### config.mk
export PLATFORM = sky130hd
export DESIGN_NAME = lcd_hd44780_responder
export DESIGN_NICKNAME = d
export VERILOG_FILES = /design/src/rtl/lcd_hd44780_pkg.sv /design/src/rtl/lcd_hd44780_responder_ddram.sv /design/src/rtl/lcd_hd44780_responder.sv
export SDC_FILE = /design/constraint.sdc
export NUM_CORES = 1
export LEC_CHECK = 0
export ABC_AREA = 0
export BUFFER_PORTS_ARGS = -buffer_cell sky130_fd_sc_hd__buf_2
export CORE_UTILIZATION = 40
export DETAILED_ROUTE_END_ITERATION = 8
export SLEW_MARGIN = 5
export SYNTH_ARGS = -nofsm -noshare
export SYNTH_HDL_FRONTEND = slang
export SYNTH_SLANG_ARGS = --single-unit
### constraint.sdc
create_clock -name clk -period 4.1 [get_ports clk]
set_input_delay 0.205 -clock clk [delete_from_list [all_inputs] [get_ports clk]]
set_output_delay 0.205 -clock clk [all_outputs]
set_load 0.01 [all_outputs]
### src/rtl/lcd_hd44780_pkg.sv
// Shared definitions for the HD44780-style LCD bus responder.
// Contents: captured-bus struct, responder FSM state enum, instruction
// opcode masks/values, an instruction classifier, and bus constants.
package lcd_hd44780_pkg;

  // One sample of the writer-side bus, carried through the synchroniser.
  typedef struct packed {
    logic       en;
    logic       rs;
    logic       rw;
    logic [7:0] data;
  } lcd_bus_t;

  typedef enum logic [1:0] {
    ST_UNINIT = 2'd0,
    ST_READY  = 2'd1,
    ST_BUSY   = 2'd2,
    ST_CLEAR  = 2'd3
  } lcd_state_e;

  typedef enum logic [3:0] {
    OP_NOP     = 4'd0,
    OP_CLEAR   = 4'd1,
    OP_HOME    = 4'd2,
    OP_ENTRY   = 4'd3,
    OP_DISPLAY = 4'd4,
    OP_SHIFT   = 4'd5,
    OP_FUNC    = 4'd6,
    OP_CGRAM   = 4'd7,
    OP_DDRAM   = 4'd8
  } lcd_op_e;

  localparam logic [7:0] CHAR_SPACE  = 8'h20;
  localparam int         BF_BIT      = 7;
  localparam int         FUNC_DL_BIT = 4;

  // Instruction classes: each is "highest set bit" expressed as mask/value.
  localparam logic [7:0] OP_DDRAM_MASK   = 8'h80, OP_DDRAM_VAL   = 8'h80;
  localparam logic [7:0] OP_CGRAM_MASK   = 8'hC0, OP_CGRAM_VAL   = 8'h40;
  localparam logic [7:0] OP_FUNC_MASK    = 8'hE0, OP_FUNC_VAL    = 8'h20;
  localparam logic [7:0] OP_SHIFT_MASK   = 8'hF0, OP_SHIFT_VAL   = 8'h10;
  localparam logic [7:0] OP_DISPLAY_MASK = 8'hF8, OP_DISPLAY_VAL = 8'h08;
  localparam logic [7:0] OP_ENTRY_MASK   = 8'hFC, OP_ENTRY_VAL   = 8'h04;
  localparam logic [7:0] OP_HOME_MASK    = 8'hFE, OP_HOME_VAL    = 8'h02;
  localparam logic [7:0] OP_CLEAR_MASK   = 8'hFF, OP_CLEAR_VAL   = 8'h01;

  // Classify an instruction byte by its highest set bit.
  function automatic lcd_op_e decode_op(input logic [7:0] d);
    lcd_op_e op;
    if ((d & OP_DDRAM_MASK) == OP_DDRAM_VAL) begin
      op = OP_DDRAM;
    end else if ((d & OP_CGRAM_MASK) == OP_CGRAM_VAL) begin
      op = OP_CGRAM;
    end else if ((d & OP_FUNC_MASK) == OP_FUNC_VAL) begin
      op = OP_FUNC;
    end else if ((d & OP_SHIFT_MASK) == OP_SHIFT_VAL) begin
      op = OP_SHIFT;
    end else if ((d & OP_DISPLAY_MASK) == OP_DISPLAY_VAL) begin
      op = OP_DISPLAY;
    end else if ((d & OP_ENTRY_MASK) == OP_ENTRY_VAL) begin
      op = OP_ENTRY;
    end else if ((d & OP_HOME_MASK) == OP_HOME_VAL) begin
      op = OP_HOME;
    end else if ((d & OP_CLEAR_MASK) == OP_CLEAR_VAL) begin
      op = OP_CLEAR;
    end else begin
      op = OP_NOP;
    end
    return op;
  endfunction

endpackage

### src/rtl/lcd_hd44780_responder_ddram.sv
// Character buffer (DDRAM) for the LCD responder.
// Ports:
//   clk    in         clock
//   we     in         write enable
//   waddr  in  [AW]   write address
//   wdata  in  [8]    write data
//   raddr  in  [AW]   read address
//   rdata  out [8]    mem[raddr] one cycle later; a same-cycle write to
//                     raddr returns the old contents (read-first)
// The array is deliberately not reset; contents are undefined until the
// responder's clear-fill has run.
module lcd_ddram
  #(
    parameter int DEPTH = 32,
    parameter int AW    = $clog2(DEPTH)
  )
  (
    input  logic          clk,
    input  logic          we,
    input  logic [AW-1:0] waddr,
    input  logic [7:0]    wdata,
    input  logic [AW-1:0] raddr,
    output logic [7:0]    rdata
  );

  logic [7:0] mem_q [DEPTH];
  logic [7:0] rdata_q;

  // Write port and registered read-first read port.
  always_ff @(posedge clk) begin
    if (we) begin
      mem_q[waddr] <= wdata;
    end
    rdata_q <= mem_q[raddr];
  end

  assign rdata = rdata_q;

endmodule

### src/rtl/lcd_hd44780_responder.sv
// Receiving end of an HD44780-style 8-bit LCD bus.
// Synchronises the writer's en strobe (and delays rs/rw/data to match),
// treats each synchronised falling edge of en as one transaction, decodes
// instructions and data writes, keeps cursor/display/entry flags, a DDRAM
// character buffer and a busy period.
// Ports:
//   clk, reset (async, active-high)
//   lcd_rs, lcd_rw, lcd_en, lcd_data_in   writer-side bus
//   lcd_data_out, lcd_data_oe             read-back bus (busy flag + address)
//   busy, display_on, cursor_addr         responder status
//   rd_addr / rd_char                     scanner port into DDRAM, 1-cycle latency
//   write_strobe                          pulse per accepted data write
//   protocol_err                          pulse per rejected transaction
// Build option: define LCD_READ_EN to support rs=0 rw=1 status reads;
// without it every read is rejected and the read-back bus is tied to 0.
module lcd_hd44780_responder
  import lcd_hd44780_pkg::*;
  #(
    parameter int DDRAM_DEPTH       = 32,
    parameter int CMD_BUSY_CYCLES   = 40,
    parameter int CLEAR_BUSY_CYCLES = 1500,
    parameter int AW                = $clog2(DDRAM_DEPTH)
  )
  (
    input  logic          clk,
    input  logic          reset,
    input  logic          lcd_rs,
    input  logic          lcd_rw,
    input  logic          lcd_en,
    input  logic [7:0]    lcd_data_in,
    output logic [7:0]    lcd_data_out,
    output logic          lcd_data_oe,
    output logic          busy,
    output logic          display_on,
    output logic [AW-1:0] cursor_addr,
    input  logic [AW-1:0] rd_addr,
    output logic [7:0]    rd_char,
    output logic          write_strobe,
    output logic          protocol_err
  );

  localparam int CW = $clog2(CLEAR_BUSY_CYCLES + 1);
  localparam logic [CW-1:0] CMD_LOAD   = CW'(CMD_BUSY_CYCLES - 1);
  localparam logic [CW-1:0] CLEAR_LOAD = CW'(CLEAR_BUSY_CYCLES - 1);
  // The fill runs during the first DDRAM_DEPTH cycles of the clear period,
  // i.e. while the countdown is still at or above this threshold.
  localparam logic [CW-1:0] FILL_THRESH = CW'(CLEAR_BUSY_CYCLES - DDRAM_DEPTH);
  localparam logic [AW-1:0] ONE_A       = AW'(1);

  lcd_bus_t      sync1_d, sync1_q, sync2_d, sync2_q;
  logic          en_prev_d, en_prev_q;
  lcd_state_e    state_d, state_q;
  logic [CW-1:0] cnt_d, cnt_q;
  logic [AW-1:0] fill_d, fill_q;
  logic [AW-1:0] cursor_d, cursor_q;
  logic          incr_d, incr_q;
  logic          disp_d, disp_q;
  logic          busy_d, busy_q;
  logic          strobe_d, strobe_q;
  logic          err_d, err_q;

  logic          xact_s;
  lcd_op_e       op_s;
  logic [AW-1:0] cursor_step_s;
  logic          mem_we_s;
  logic [AW-1:0] mem_waddr_s;
  logic [7:0]    mem_wdata_s;

  // Synchroniser inputs: stage 2 holds the bus as seen on the sampled edge.
  always_comb begin
    sync1_d   = '{en: lcd_en, rs: lcd_rs, rw: lcd_rw, data: lcd_data_in};
    sync2_d   = sync1_q;
    en_prev_d = sync2_q.en;
  end

  // Synchroniser and edge-detect registers.
  always_ff @(posedge clk or posedge reset) begin
    if (reset) begin
      sync1_q   <= '0;
      sync2_q   <= '0;
      en_prev_q <= 1'b0;
    end else begin
      sync1_q   <= sync1_d;
      sync2_q   <= sync2_d;
      en_prev_q <= en_prev_d;
    end
  end

  assign xact_s        = en_prev_q & ~sync2_q.en;
  assign op_s          = decode_op(sync2_q.data);
  assign cursor_step_s = incr_q ? (cursor_q + ONE_A) : (cursor_q - ONE_A);

  // Next-state: busy countdown, clear fill, transaction decode.
  always_comb begin
    state_d     = state_q;
    cnt_d       = cnt_q;
    fill_d      = fill_q;
    cursor_d    = cursor_q;
    incr_d      = incr_q;
    disp_d      = disp_q;
    strobe_d    = 1'b0;
    err_d       = 1'b0;
    mem_we_s    = 1'b0;
    mem_waddr_s = cursor_q;
    mem_wdata_s = sync2_q.data;

    case (state_q)
      ST_BUSY: begin
        if (cnt_q == '0) begin
          state_d = ST_READY;
        end else begin
          cnt_d = cnt_q - CW'(1);
        end
      end
      ST_CLEAR: begin
        if (cnt_q >= FILL_THRESH) begin
          mem_we_s    = 1'b1;
          mem_waddr_s = fill_q;
          mem_wdata_s = CHAR_SPACE;
          fill_d      = fill_q + ONE_A;
        end else begin
          fill_d = fill_q;
        end
        if (cnt_q == '0) begin
          state_d = ST_READY;
        end else begin
          cnt_d = cnt_q - CW'(1);
        end
      end
      default: begin
        cnt_d = cnt_q;
      end
    endcase

    if (xact_s) begin
      if (sync2_q.rw) begin
`ifdef LCD_READ_EN
        // Status reads are side-effect free; data reads are not supported.
        err_d = sync2_q.rs | (state_q == ST_UNINIT);
`else
        err_d = 1'b1;
`endif
      end else if (state_q == ST_UNINIT) begin
        if (!sync2_q.rs && (op_s == OP_FUNC) && sync2_q.data[FUNC_DL_BIT]) begin
          state_d = ST_READY;
        end else begin
          err_d = 1'b1;
        end
      end else if (state_q != ST_READY) begin
        // Busy: drop the write; the running countdown is left untouched.
        err_d = 1'b1;
      end else if (sync2_q.rs) begin
        state_d  = ST_BUSY;
        cnt_d    = CMD_LOAD;
        mem_we_s = 1'b1;
        strobe_d = 1'b1;
        cursor_d = cursor_step_s;
      end else begin
        state_d = ST_BUSY;
        cnt_d   = CMD_LOAD;
        case (op_s)
          OP_DDRAM: cursor_d = sync2_q.data[AW-1:0];
          OP_FUNC: begin
            if (!sync2_q.data[FUNC_DL_BIT]) begin
              // 4-bit mode is rejected outright: no busy period either.
              state_d = ST_READY;
              cnt_d   = cnt_q;
              err_d   = 1'b1;
            end else begin
              err_d = 1'b0;
            end
          end
          OP_SHIFT: begin
            if (!sync2_q.data[3]) begin
              cursor_d = sync2_q.data[2] ? (cursor_q + ONE_A) : (cursor_q - ONE_A);
            end else begin
              cursor_d = cursor_q;
            end
          end
          OP_DISPLAY: disp_d = sync2_q.data[2];
          OP_ENTRY:   incr_d = sync2_q.data[1];
          OP_HOME:    cursor_d = '0;
          OP_CLEAR: begin
            state_d  = ST_CLEAR;
            cnt_d    = CLEAR_LOAD;
            fill_d   = '0;
            cursor_d = '0;
            incr_d   = 1'b1;
          end
          default: begin
            // CGRAM address and no-op: accepted, only the busy period.
            cursor_d = cursor_q;
          end
        endcase
      end
    end else begin
      err_d = 1'b0;
    end

    busy_d = (state_d == ST_BUSY) || (state_d == ST_CLEAR);
  end

  // Responder state and registered status outputs.
  always_ff @(posedge clk or posedge reset) begin
    if (reset) begin
      state_q  <= ST_UNINIT;
      cnt_q    <= '0;
      fill_q   <= '0;
      cursor_q <= '0;
      incr_q   <= 1'b1;
      disp_q   <= 1'b0;
      busy_q   <= 1'b0;
      strobe_q <= 1'b0;
      err_q    <= 1'b0;
    end else begin
      state_q  <= state_d;
      cnt_q    <= cnt_d;
      fill_q   <= fill_d;
      cursor_q <= cursor_d;
      incr_q   <= incr_d;
      disp_q   <= disp_d;
      busy_q   <= busy_d;
      strobe_q <= strobe_d;
      err_q    <= err_d;
    end
  end

`ifdef LCD_READ_EN
  logic       oe_d, oe_q;
  logic [7:0] dout_d, dout_q;

  // Read-back drive: computed from stage 1 so the registered enable lines
  // up with the synchronised en level.
  always_comb begin
    oe_d = sync1_q.en & sync1_q.rw & ~sync1_q.rs;
    if (oe_d) begin
      dout_d         = {1'b0, 7'(cursor_q)};
      dout_d[BF_BIT] = busy_q;
    end else begin
      dout_d = 8'h00;
    end
  end

  // Read-back output registers.
  always_ff @(posedge clk or posedge reset) begin
    if (reset) begin
      oe_q   <= 1'b0;
      dout_q <= 8'h00;
    end else begin
      oe_q   <= oe_d;
      dout_q <= dout_d;
    end
  end

  assign lcd_data_oe  = oe_q;
  assign lcd_data_out = dout_q;
`else
  assign lcd_data_oe  = 1'b0;
  assign lcd_data_out = 8'h00;
`endif

  lcd_ddram #(.DEPTH(DDRAM_DEPTH), .AW(AW)) u_ddram (
    .clk   (clk),
    .we    (mem_we_s),
    .waddr (mem_waddr_s),
    .wdata (mem_wdata_s),
    .raddr (rd_addr),
    .rdata (rd_char)
  );

  assign busy         = busy_q;
  assign display_on   = disp_q;
  assign cursor_addr  = cursor_q;
  assign write_strobe = strobe_q;
  assign protocol_err = err_q;

endmodule

### Word level (Yosys, flattened, before mapping)

Memories as Yosys holds them, arrays and structs flattened. A register that Yosys moved wholly into a read port is not among the register bits.
Index checks and enable logic that the tools add are counted.
Widths: inputs -> output; s select.

* word-level logic and storage cells: 131
* flip-flop bits (word level): 51
* RAM bits: 256
* input bits: 18
* output and inout port bits: 26
* memories: 1

Memory list
* u_ddram.mem_q: words 32, bits a word 8, read ports 1, clocked after Yosys merged registers in 1, write ports 1, line lcd_hd44780_responder_ddram.sv:26 `logic [7:0] mem_q [DEPTH];`

* reductions and logical operators: 13
* muxes and demuxes: 67
* eq/ne operators: 21
* bitwise gates (word level): 6
* magnitude comparators: 1
* $add $sub $neg: 4

Operators with widths (number)
* $mux 11: 8
* $mux 5: 14
* $mux 1: 23
* $mux 2: 11
* $pmux 11 s2: 1
* $reduce_and 6->1: 3
* $mux 8: 2
* $pmux 5 s3: 1
* $eq 4x3->1 const B: 3
* $mux 4: 3
* $ge 11x11->1 const B: 1
* $logic_not 11->1: 1
* $sub 11x1->11 const B: 1
* $add 5x1->5 const B: 2
* $eq 2x2->1 const B: 4
* $eq 4x1->1 const B: 2
* $eq 4x2->1 const B: 2
* $eq 8x1->1 const B: 1
* $eq 7x1->1 const B: 1
* $ne 7x6->1 const B: 1
* $eq 6x1->1 const B: 1
* $mux 3: 2
* $eq 5x1->1 const B: 1
* $not 1->1: 5
* other kinds (16): 18

### Longest topological paths before layout

* depth after elaboration: 18
* gate-level depth with buffers: 7
* gate-level depth less buffers: 7

### Modules after synthesis

Synthesis repeated with hierarchy kept, for this count alone.

* cells, all modules: 677
* area total of the unflattened synthesis: 12699.7 um^2

By module, submodules not included
* lcd_ddram: times used 1, area an instance 10053.4 um^2, cells each 417, seq. area each 7847.5 um^2
* lcd_hd44780_responder: times used 1, area an instance 2646.3 um^2, cells each 260, seq. area each 1277.5 um^2

### Least setup slack after synthesis

OpenSTA, ideal clock, no wires.

* path type: reg2reg
* start point: register cnt_q[2]
* end point: memory u_ddram.mem_q[0][5], data pin
* path slack: 1.489 ns
* library setup time: 0.454 ns
* arrival: 2.157 ns
* clock period less this slack: 2.611 ns
* data required time: 3.646 ns
* path buffers: 1
* cell stages (with the launch flop): 5
* cells stage by stage: dfrtp_1 -> buf_2 -> a41o_1 -> a31oi_4 -> o21ai_0

* cells in the longest elaborated chain, start to end: 3

RTL lines
* start, declared: line lcd_hd44780_responder.sv:53 `logic [CW-1:0] cnt_d, cnt_q;`
* start signal, assigned: line lcd_hd44780_responder.sv:217 `cnt_q <= cnt_d;`
* $ge 11x11->1: line lcd_hd44780_responder.sv:116 `if (cnt_q >= FILL_THRESH) begin`
* $mux 8: line lcd_hd44780_responder.sv:116
* $mux 8: line lcd_hd44780_responder.sv:107 `case (state_q)`
* named net mem_wdata_s[5]: line lcd_hd44780_responder.sv:67 `logic [7:0] mem_wdata_s;`
* end, declared: line lcd_hd44780_responder_ddram.sv:26

The timed path passes the listed nets, and every way through them passes these cells.

### Worst setup path after layout

* start point: register state_q[1]
* end point: memory u_ddram.mem_q[3][5] (enable)

* cells in the longest elaborated chain, start to end: 9
* elaborated cells on any way between the ends: 12
* those cells by class: eq/ne: 2; mux: 9; reduce/logical: 1

RTL lines
* start, declared: line lcd_hd44780_responder.sv:52 `lcd_state_e state_d, state_q;`
* start signal, assigned: line lcd_hd44780_responder.sv:216 `state_q <= state_d;`
* $eq 2x2->1: line lcd_hd44780_responder.sv:107
* $mux 1: line lcd_hd44780_responder.sv:107
* $mux 1: line lcd_hd44780_responder.sv:152 `end else if (sync2_q.rs) begin`
* $mux 1: line lcd_hd44780_responder.sv:149 `end else if (state_q != ST_READY) begin`
* $mux 1: line lcd_hd44780_responder.sv:143 `end else if (state_q == ST_UNINIT) begin`
* $mux 1: line lcd_hd44780_responder.sv:136 `if (sync2_q.rw) begin`
* $mux 1: line lcd_hd44780_responder.sv:135 `if (xact_s) begin`
* $mux 1: line lcd_hd44780_responder_ddram.sv:31 `if (we) begin`
* $mux 1 (not written as such): line lcd_hd44780_responder_ddram.sv:32 `mem_q[waddr] <= wdata;`

Parallel ways exist; a longest one is shown, timed or not.

==> metrics.cfg <==
[status]
status=finished with violations
violations=DRC, hold timing

[sta]
fin_crit_ns=3.111
maxSlewHeadroom_pct=28.87
fin_worst_skew_ns=0.01956
max_slew.worst_pin.slew_ns=1.063
hold_slack_ns=-0.03070
fin_setup_tns_ns=0
rsz0062_at_grt=no
hold_viol=47
setup_violations=0
maxSlewViolCount=0
period_share_pct=75.87
max_clock_freq_mhz=321.5

[layout]
fin_nets=805
area_growth_pct=14.23
diodes=0
final_cell_area_um2=14450
drive_gt1_share_pct=23.20

[drt]
drtIter0Drc=519
wl_per_cell_um=22.29
finalWirelength_um=26800
vias_per_cell=5.515
remaining_drc_errors=4
postRouteAntennaNets=0
vias=6629
drt-pass1-iter-count=6

[flow_run]
maxCapViolCount=0

[yosys]
synthFlopType=edfxtp_1
syn_inst=728
synth_cell_types=67
syn_area_um2=12650
yosysSeqAreaShare_pct=72.13
synth_seq_cells=315
async_flop_share_pct=16.19
yosysWarnings=0
synth_edf_count=256
avgSynthCellArea_um2=17.38

[place]
dpl.hpwl_um=16760
place_area_um2=13260
globalplace.congestion=0.7670
io_buffers=34

[die]
die_w_um=179.8
ioPinCount=44
die_area_um2=32340
dieHeight_um=179.8
core_um2=30830
initial_utilization_pct=41.03
rows=64

[pwr]
comb_power_share_pct=10.3
clock_power_share_pct=39.8
leakagePower_nw=4.823
internal_power_mw=5.647
irDropWorstVdd_mv=0.3547
pwr_density_cell_nw_per_um2=513.1
swShare_pct=23.84
pwr-share-seq_pct=49.9
power_mw=7.415
switchingPower_mw=1.768

[clock_network]
cts_buffers=34
numClockSinks=315
cts_tree=done
clk_pin_slew_ns=0.06
cts_setup_buffers=0
cts_resized=0
h-tree-depth=2
cts_hold_buf=11
clock_path_buffers=3
clkLatencyLatePin_ns=0.50
cts_root_buf=clkbuf_16

[critical_path]
critical_path_arrival_ns=3.23
worst-setup-path-type=reg2reg
end_kind=flop
cp_max_fo=18
crit_required_ns=4.22
startpoint_type=flop

[grt]
antenna_found_initial=0
grt_overflow=0
first_global_vias=6734
grt_pass1_wl_um=41590
track_usage_pct=16.96
grt_max_degree=52

[hold_path]
hp-class=in2async

-- cells in the mapped netlist, types with 7 or more instances --
cell / instances / area, um2
nand2_1: 26 / 97.59
dfxtp_1: 8 / 160.2
a31oi_1: 7 / 43.79
mux2i_1: 8 / 80.08
mux4_2: 64 / 1441
clkbuf_1: 18 / 67.56
nor2_1: 60 / 225.2
buf_2: 11 / 55.05
a21oi_1: 16 / 80.08
xnor2_1: 8 / 70.07
o22ai_1: 33 / 206.5
o21ai_0: 9 / 45.04
edfxtp_1: 256 / 7687
inv_1: 14 / 52.55
nor4_1: 10 / 62.56
nor3_1: 10 / 50.05
nand3_1: 13 / 65.06
dfrtp_1: 50 / 1251
buf_4: 10 / 75.07
-- layer usage --
layer	vias to the layer above	wire, um	GRT usage (%)
met3	38	1571	3.181
li1	3001	-	-
met2	217	12580	26.74
met1	3373	12140	24.20
met4	0	501	4.552
met5	-	0	0
-- power by group through the flow --
stage,Combinational [mW],Sequential [mW],Clock (mW)
floorplan,0.583,3.71,0
global placement,0.752,3.76,0
detailed placement,0.759,3.76,0
CTS,0.769,3.70,3.02
global route,0.847,3.71,3.13
finish,0.763,3.70,2.95
-- sequential cells by signal (all words and copies together), names as in the netlist --
| name | count |
|---|---|
| protocol_err | 1 |
| cursor_addr | 5 |
| busy | 1 |
| u_ddram.mem_q | 256 |
| en_prev_d | 1 |
| write_strobe | 1 |
| u_ddram.rdata | 8 |
| sync1_q | 11 |
| fill_q | 5 |
| cnt_q | 11 |
| display_on | 1 |
| incr_q | 1 |
| sync2_q | 10 |
| en_prev_q | 1 |
| state_q | 2 |
-- kinds of logic (layout without fill, tap and decap cells) --
| kind of cell | Yosys count | count (layout) | share of synthesized area (%) |
|---|---|---|---|
| AO/OA/AOI/OAI | 94 | 94 | 5.163 |
| XOR/XNOR | 9 | 9 | 0.6231 |
| adder cells (fa/ha/maj) | 4 | 4 | 0.3956 |
| buffers and inverters | 60 | 130 | 2.195 |
| flip-flops | 315 | 315 | 72.13 |
| multiplexers | 76 | 76 | 12.38 |
| other | 1 | 9 | 0.02964 |
| AND/OR/NAND/NOR | 169 | 169 | 7.081 |
-- critical path, stage by stage (launching register included) --
cell and delay, ns:
dfrtp_1 0.50, nand3_1 0.37, nor2_4 0.73, a32oi_2 0.45, nor2_1 0.67
-- final cells by class --
cell class / instances / area [um2]
multi-input cells: 361 / 3322
fillers: 2578 / 16380
repair buffers: 57 / 372.9
inverters: 14 / 52.55
well taps: 396 / 495.5
flip-flops and latches: 315 / 9125
clock inverters: 10 / 105.1
clock buffers: 49 / 978.4
-- per-stage QoR --
stage | instances | utilization, % | setup WS [ns] | hold slack, ns
4_1_cts | 1202 | 46.88 | 0.9376 | 0.001010
2_1_floorplan | 736 | - | 1.489 | 0.2364
3_5_place_dp | 1132 | 43.00 | 0.9466 | 0.3143
5_1_grt | 1202 | 46.88 | 0.6927 | 0.06106
3_3_place_gp | 1132 | 43.00 | 0.9907 | 0.3127
6_report | 1202 | 46.88 | 0.9894 | -0.03070
-- final timing paths --
kind	to	cells past startpoint	slack [ns]	from
setup / recovery	u_ddram.mem_q[3][5]$_DFFE_PP_	4	0.99	state_q[1]$_DFF_PP0_
hold / removal	protocol_err$_DFF_PP0_	2	-0.03	reset
setup reg to reg	u_ddram.mem_q[3][5]$_DFFE_PP_	4	0.99	state_q[1]$_DFF_PP0_
hold reg to reg	sync2_q[3]$_DFF_PP0_	0	0.35	sync1_q[3]$_DFF_PP0_
max in group asynchronous	cursor_addr[2]$_DFFE_PP0P_	2	3.46	reset
min in group clk	sync1_q[4]$_DFF_PP0_	2	0.34	lcd_data_in[4]
-- cell usage in the layout (no fill, tap or decap), types with 16 or more instances in the layout --
master,n
mux4_2,64
o22ai_1,33
buf_2,33
edfxtp_1,256
clkbuf_16,35
nand2_1,26
dfrtp_1,50
a21oi_1,16
nor2_1,58
No activity file was read; power rests on OpenSTA's default activity.
